===== src/rtl/ps2_host_transmitter.sv =====
// ---------------------------------------------------------------------------
// ps2_host_transmitter
//
// Sends one command byte from the host to a PS/2 device using the
// host-request protocol. The host inhibits the bus, then issues a request
// (data low, clock released). After that it follows the device-generated
// clock and presents one bit per falling edge. Both open-drain lines are
// controlled through active-high "drive low" enables.
//
// Ports
//   clock                in   system clock
//   reset                in   synchronous, active-high reset
//   ps2_clock            in   PS/2 clock line, read back
//   ps2_data             in   PS/2 data line, read back
//   start                in   send request, accepted only while ready=1
//   tx_data[7:0]         in   command byte, latched on start accept
//   ready                out  high while idle
//   done                 out  one-cycle pulse: byte sent and ACK seen
//   error                out  one-cycle pulse: no ACK, or timeout
//   ps2_clock_drive_low  out  1 = pull the clock line low
//   ps2_data_drive_low   out  1 = pull the data line low
// ---------------------------------------------------------------------------
module ps2_host_transmitter #(
  parameter int INHIBIT_CYCLES = 5000,
  parameter int TIMEOUT_CYCLES = 1000000
) (
  input  logic       clock,
  input  logic       reset,
  input  logic       ps2_clock,
  input  logic       ps2_data,
  input  logic       start,
  input  logic [7:0] tx_data,
  output logic       ready,
  output logic       done,
  output logic       error,
  output logic       ps2_clock_drive_low,
  output logic       ps2_data_drive_low
);

  // The inhibit period and the timeout share one 20-bit counter; the
  // counter is cleared when START is entered, so the two never overlap.
  localparam logic [19:0] INHIBIT_LAST = 20'(INHIBIT_CYCLES - 1);
  localparam logic [19:0] TIMEOUT_LAST = 20'(TIMEOUT_CYCLES - 1);

  typedef enum logic [2:0] {
    S_IDLE    = 3'd0,
    S_INHIBIT = 3'd1,
    S_START   = 3'd2,
    S_REQUEST = 3'd3,
    S_DATA    = 3'd4,
    S_STOP    = 3'd5,
    S_ACK     = 3'd6
  } state_t;

  state_t      state;
  logic [9:0]  clk_hist_p0;
  logic        fall_p0;
  logic [19:0] cycle_cnt;
  logic [3:0]  bit_cnt;
  logic [8:0]  shift_reg;

  // Odd parity: the parity bit makes the total count of ones in
  // {parity, data} odd.
  function automatic logic odd_parity(input logic [7:0] d);
    return ~^d;
  endfunction

  // ---- stage p0: ps2_clock history and filtered falling edge ----
  // Newest sample enters at bit 9. An edge is recognised only after five
  // consecutive high samples followed by five consecutive low samples, so
  // short glitches on the line never advance the frame.
  always_ff @(posedge clock) begin
    if (reset) begin
      clk_hist_p0 <= '0;
    end else begin
      clk_hist_p0 <= {ps2_clock, clk_hist_p0[9:1]};
    end
  end

  assign fall_p0 = (clk_hist_p0[4:0] == 5'b11111) && (clk_hist_p0[9:5] == 5'b00000);

  // ---- stage p1: frame FSM with registered outputs ----
  // The shift register is pure datapath: it is always loaded before use,
  // so it carries no reset.
  always_ff @(posedge clock) begin
    if (reset) begin
      state               <= S_IDLE;
      ready               <= 1'b1;
      done                <= 1'b0;
      error               <= 1'b0;
      ps2_clock_drive_low <= 1'b0;
      ps2_data_drive_low  <= 1'b0;
      cycle_cnt           <= '0;
      bit_cnt             <= '0;
    end else begin
      done  <= 1'b0;
      error <= 1'b0;

      unique case (state)
        S_IDLE: begin
          ready               <= 1'b1;
          ps2_clock_drive_low <= 1'b0;
          ps2_data_drive_low  <= 1'b0;
          if (start) begin
            shift_reg           <= {odd_parity(tx_data), tx_data};
            bit_cnt             <= '0;
            cycle_cnt           <= '0;
            ready               <= 1'b0;
            ps2_clock_drive_low <= 1'b1;
            state               <= S_INHIBIT;
          end
        end

        S_INHIBIT: begin
          if (cycle_cnt == INHIBIT_LAST) begin
            cycle_cnt          <= '0;
            ps2_data_drive_low <= 1'b1;
            state              <= S_START;
          end else begin
            cycle_cnt <= cycle_cnt + 20'd1;
          end
        end

        S_START: begin
          // Releasing the clock with data held low is the request; the
          // low data line doubles as the start bit.
          ps2_clock_drive_low <= 1'b0;
          state               <= S_REQUEST;
        end

        S_REQUEST, S_DATA, S_STOP, S_ACK: begin
          if (cycle_cnt == TIMEOUT_LAST) begin
            // The device stopped clocking: give the bus back and report.
            ps2_clock_drive_low <= 1'b0;
            ps2_data_drive_low  <= 1'b0;
            error               <= 1'b1;
            ready               <= 1'b1;
            state               <= S_IDLE;
          end else begin
            cycle_cnt <= cycle_cnt + 20'd1;
            if (fall_p0) begin
              unique case (state)
                S_REQUEST: begin
                  ps2_data_drive_low <= ~shift_reg[0];
                  shift_reg          <= {1'b0, shift_reg[8:1]};
                  bit_cnt            <= 4'd1;
                  state              <= S_DATA;
                end
                S_DATA: begin
                  // bit_cnt holds the number of bits already presented;
                  // at 8 this edge presents the parity bit.
                  ps2_data_drive_low <= ~shift_reg[0];
                  shift_reg          <= {1'b0, shift_reg[8:1]};
                  bit_cnt            <= bit_cnt + 4'd1;
                  if (bit_cnt == 4'd8) begin
                    state <= S_STOP;
                  end
                end
                S_STOP: begin
                  ps2_data_drive_low <= 1'b0;
                  state              <= S_ACK;
                end
                default: begin
                  // Device pulls data low to acknowledge the frame.
                  if (!ps2_data) begin
                    done <= 1'b1;
                  end else begin
                    error <= 1'b1;
                  end
                  ps2_data_drive_low <= 1'b0;
                  ready              <= 1'b1;
                  state              <= S_IDLE;
                end
              endcase
            end
          end
        end

        default: begin
          ps2_clock_drive_low <= 1'b0;
          ps2_data_drive_low  <= 1'b0;
          ready               <= 1'b1;
          state               <= S_IDLE;
        end
      endcase
    end
  end

endmodule


===== config.mk =====
export PLATFORM = sky130hd
export DESIGN_NAME = ps2_host_transmitter
export DESIGN_NICKNAME = d
export VERILOG_FILES = /design/src/rtl/ps2_host_transmitter.sv
export SDC_FILE = /design/constraint.sdc
export NUM_CORES = 1
export LEC_CHECK = 0
export ABC_AREA = 1
export CAP_MARGIN = 0
export CORE_MARGIN = 2
export CORE_UTILIZATION = 40
export DETAILED_ROUTE_END_ITERATION = 8
export PLACE_DENSITY = 0.55
export SYNTH_ARGS = -nofsm -noshare
export SYNTH_HDL_FRONTEND = slang
export SYNTH_SLANG_ARGS = --single-unit

===== constraint.sdc =====
create_clock -name clock -period 2.3 [get_ports clock]
set_input_delay 0.345 -clock clock [delete_from_list [all_inputs] [get_ports clock]]
set_output_delay 0.345 -clock clock [all_outputs]
set_load 0.01 [all_outputs]

# --- Word level (Yosys, flattened, before mapping) ---
# Cells that the tools add are included.
classes:
  n_addsub: 2
  eq_ne: 20
  n_mux: 39
  bitwise_logic: 7
  reduce_logical: 19
op_table:
  columns: ["cell", "n"]
  rows:
  - ["$mux W20", 3]
  - ["$pmux W20 S3", 1]
  - ["$mux W9", 4]
  - ["$add A20 B1 Y20 const B", 1]
  - ["$eq A20 B13 Y1 const B", 1]
  - ["$eq A20 B20 Y1 const B", 1]
  - ["$pmux W9 S2", 1]
  - ["$pmux W4 S2", 2]
  - ["$mux W1", 15]
  - ["$mux W3", 5]
  - ["$mux W4", 3]
  - ["$ne A2 B2 Y1 const B", 6]
  - ["$pmux W3 S4", 1]
  - ["$eq A3 B3 Y1 const B", 3]
  - ["$ne A3 B3 Y1 const B", 3]
  - ["$pmux W1 S3", 3]
  - ["$pmux W3 S3", 1]
  - ["$reduce_and A3 Y1", 3]
  - ["$reduce_xnor A8 Y1", 1]
  - ["$not A1 Y1", 7]
  - ["$reduce_or A7 Y1", 1]
  - ["$eq A3 B2 Y1 const B", 2]
  - ["$reduce_and A6 Y1", 1]
  - ["$reduce_or A2 Y1", 3]
  - ["15 further kinds", 15]
word_totals:
  ff_bits: 51
  input_bits: 13
  out_inout_bits: 5
  elab_cells: 97

# --- Depth between registers and ports, before layout ---
depth:
  word_depth: 6
  ltp_mapped: 13
  mapped_depth_nobuf: 12

# --- Worst setup path before layout ---
# OpenSTA, ideal clock, no wires.
synth_path:
  path_type: "reg-to-reg"
  startpoint: "register state[1]"
  endpoint: "register shift_reg[0], enable pin"
  setup_ns: 0.374
  arrival_time_ns: 1.625
  t_required_ns: 1.926
  setup_slack_ns: 0.301
  path_stages_with_launch: 10
  path_buffers: 1
  period_less_slack_ns: 1.999
  path_cell_list: "dfxtp_1 > nor2_2 > nand2_4 > nand2_1 > inv_2 > nand2_2 > buf_4 > nand2_2 > nand4_1 > nor2_1"
synth_between:
  elab_chain_len: 4
  elab_cells_between_ends: 13
  cone_classes: "8 x eq/ne; 5 x reduce/logical"
synth_rtl:
  columns: ["element", "line", "source"]
  rows:
  - ["from (decl)", "55", "state_t state;"]
  - ["from (signal assigned)", "87", "state <= S_IDLE;"]
  - ["from (signal assigned)", "110", "state <= S_INHIBIT;"]
  - ["from (signal assigned)", "118", "state <= S_START;"]
  - ["$eq A3 B3 Y1 (tied with other cells)", "99", "unique case (state)"]
  - ["$reduce_or A4 Y1 / $reduce_or A2 Y1 (equally long branches)", null, null]
  - ["$ne A2 B2 Y1 (no source line) / $reduce_bool A2 Y1 (equally long branches)", null, null]
  - ["$reduce_and A6 Y1 (no source line) *", null, null]
  - ["to (signal assigned)", "105", "shift_reg <= {odd_parity(tx_data), tx_data};"]
  - ["to (signal assigned)", "145", "shift_reg <= {1'b0, shift_reg[8:1]};"]
  - ["to (signal assigned)", "153", "shift_reg <= {1'b0, shift_reg[8:1]};"]
  - ["to (decl)", "60", "logic [8:0] shift_reg;"]
# Mark *: on every way between the ends. The rest lies on a longest branch, timed or not.
# A chain may end at the register's enable or synchronous reset.

# --- Final worst setup path ---
layout_path:
  startpoint: "register state[2]"
  endpoint: "register shift_reg[4], enable pin"
# Same word-level chain as after synthesis.

==> flow_summary.yaml <==
synth:
  yosys_warnings: 0
  ys_ff_latch: 51
  synth_top_cell_area_share_pct: 28.4
  synth_nets: 460
  syn-instance-count: 444
  syn_avg_cell_area_um2: 6.67
  yosysTopAreaCell: "dfxtp_1"
  synth_cell_types: 33
  synth_area_leaders: "dfxtp_1 (28%), nand2_1 (16%), edfxtp_1 (9.1%)"
  synth_area_um2: 2960
  ys_seq_area_share_pct: 37.5
critical_path:
  path_cells: "inv_1 > nand3_1 > nand2_1 > inv_1 > nand2_2 > nand3_1 > nand4_1 > nor2_1 > buf_4"
  cp_slowest_cell: "dfxtp_1"
  cp_num_buf_inv: 3
  critPathTopFamily: "simple AND/OR/NAND/NOR gates"
  start_kind: "flop"
  cp.arrival_ns: 2.02
  worstPathMaxFanout: 9
  crit_path_max_incr_delay_ns: 0.55
  worstSetupEndpointType: "flop"
  crit_required_ns: 2.31
  worstSetupPathType: "reg -> reg"
layout:
  final_cell_mix: "nand2_1 (126), nor2_1 (67), inv_1 (52)"
  largest_reg_flops: 20
  num-fill-cells: 754
  layout.cells.most_common: "nand2_1"
  post-route-util_pct: 46.8
  register_area_um2: 1110
  multi_input_area_um2: 1570
  layout-drive-gt1-share_pct: 7.73
  area_growth_syn_to_layout_pct: 14.0
  fin_nets: 481
  fin_area_um2: 3370
  diodes: 0
drt:
  vias: 2698
  firstDrtPassIters: 4
  initialDrtViolationCount: 176
  routedWlPerCell_um: 12.1
  wl_mm: 6.83
  drc_errors: 0
  antenna_left: 0
  vias_per_cell: 4.78
pwr:
  p_leak_uw: 0.00142
  peakVddDrop_mv: 0.559
  p_per_area_nw_per_um2: 945
die:
  die_w_um: 90.0
  die_h_um: 90.0
  start_util_pct: 41.0
  die_area_um2: 8110
  ioPinCount: 18
  coreArea_um2: 7210
  num_rows: 31
clock_tree:
  clock_latency_ns: 0.30
  cts_tree: "yes"
  clkTransAtPathRegs_ns: 0.10
  clockRootBuffer: "clkbuf_8"
  ctsResizeCount: 0
  cts_buffer_depth: 2
  cts_hold_buf: 0
  postCtsSetupBuffers: 0
  cts_made_buffers: 5
  htreeDepth: 2
  clock_sinks: 51
sta:
  max_freq_ghz: 0.498
  rsz0062_at_grt: "no"
  max_slew_margin_pct: 66.2
  clock_skew_ns: 0.00675
  slew_viol_final: 0
  fin_crit_sh_pct: 87.3
  setup_tns_ns: 0
  worst_slew_pin_slew_ns: 0.506
  setup_violations: 0
  final-hold-violation-count: 0
  finalCriticalPeriod_ns: 2.01
global_route:
  grt_pass1_wl_mm: 12.2
  grtUsageTotal_pct: 18.1
  grt_overflow: 0
  grt_pass1_vias: 2639
  antenna_found_initial: 0
  grt_max_degree: 28
outcome:
  status: "finished clean"
place:
  place_area_um2: 3250
  dp_hpwl_mm: 5.13
  portBuffers: 17
  gp_congestion: 0.875
job:
  maxCapViolations: 0
worst_hold_path:
  hp-class: "reg -> reg"
-- worst paths after layout --
kind                                      from             end  slack (ns)  depth (start not counted)
worst max-delay path                  state[2]    shift_reg[4]        0.29                          9
worst min-delay path            clk_hist_p0[1]  clk_hist_p0[0]        0.43                          2
worst max register to register        state[2]    shift_reg[4]        0.29                          9
worst min register to register  clk_hist_p0[1]  clk_hist_p0[0]        0.43                          2
-- synth_stat cells --
cell,instances
a21oi_1,26
a21oi_2,2
a31oi_1,1
and3_1,1
buf_2,1
buf_4,4
buf_6,1
clkbuf_1,6
dfxtp_1,42
edfxtp_1,9
ha_1,3
inv_1,52
inv_2,3
inv_4,1
nand2_1,126
nand2_2,4
nand2_4,3
nand3_1,34
nand3_4,1
nand3b_1,1
nand4_1,9
nor2_1,67
nor2_2,2
nor2_4,2
nor3_1,7
nor3_4,1
nor3b_1,1
nor4_1,2
o211ai_1,3
o21ai_0,12
o21bai_1,2
xnor2_1,5
xor2_1,10
-- final cells by class --
| type | count | area share, % |
|---|---|---|
| multi-input combinational | 325 | 46.5 |
| sequential | 51 | 32.9 |
| timing repair buffer | 26 | 7.04 |
| inverter | 56 | 6.30 |
| tap | 99 | 3.67 |
| clock buffer | 6 | 2.45 |
| clock inverter | 2 | 1.15 |
-- report_power, final --
group | total [uW] | internal [uW] | switching (uW)
clock | 658 | 358 | 300
combinational | 1370 | 461 | 909
sequential | 1160 | 1070 | 89.3
-- per-stage QoR --
stage	power, uW	setup WS (ns)	hold slack (ns)	instances
floorplan	2210	0.301	0.403	444
global placement	2560	0.276	0.406	557
detailed placement	2570	0.300	0.412	557
CTS	3240	0.280	0.427	565
global route	3490	0.0618	0.443	565
finish	3190	0.292	0.426	565
-- worst register-to-register path, delay by kind of cell (launching register included) --
kind                   cells  cell delay [ns]
flip-flops                 1             0.55
buffers and inverters      3             0.39
AND/OR/NAND/NOR            6             0.77
-- layer usage --
layer  GRT usage, %  up-vias  routed length (um)
met5              0        -                   0
met4           5.38        0                 110
met3           2.68        9                 203
met2           30.3       39                3200
met1           24.2     1199                3310
li1               -     1451                   -
-- cell families after synthesis --
family,share of synthesized area (%)
DFF,37.5
xor gates and xnor gates,4.44
AOI/OAI and AO/OA,8.50
and+or+nand+nor,38.8
adders and majority gates,1.27
buffers and inverters,9.51
(Power assumes the default switching activity.)
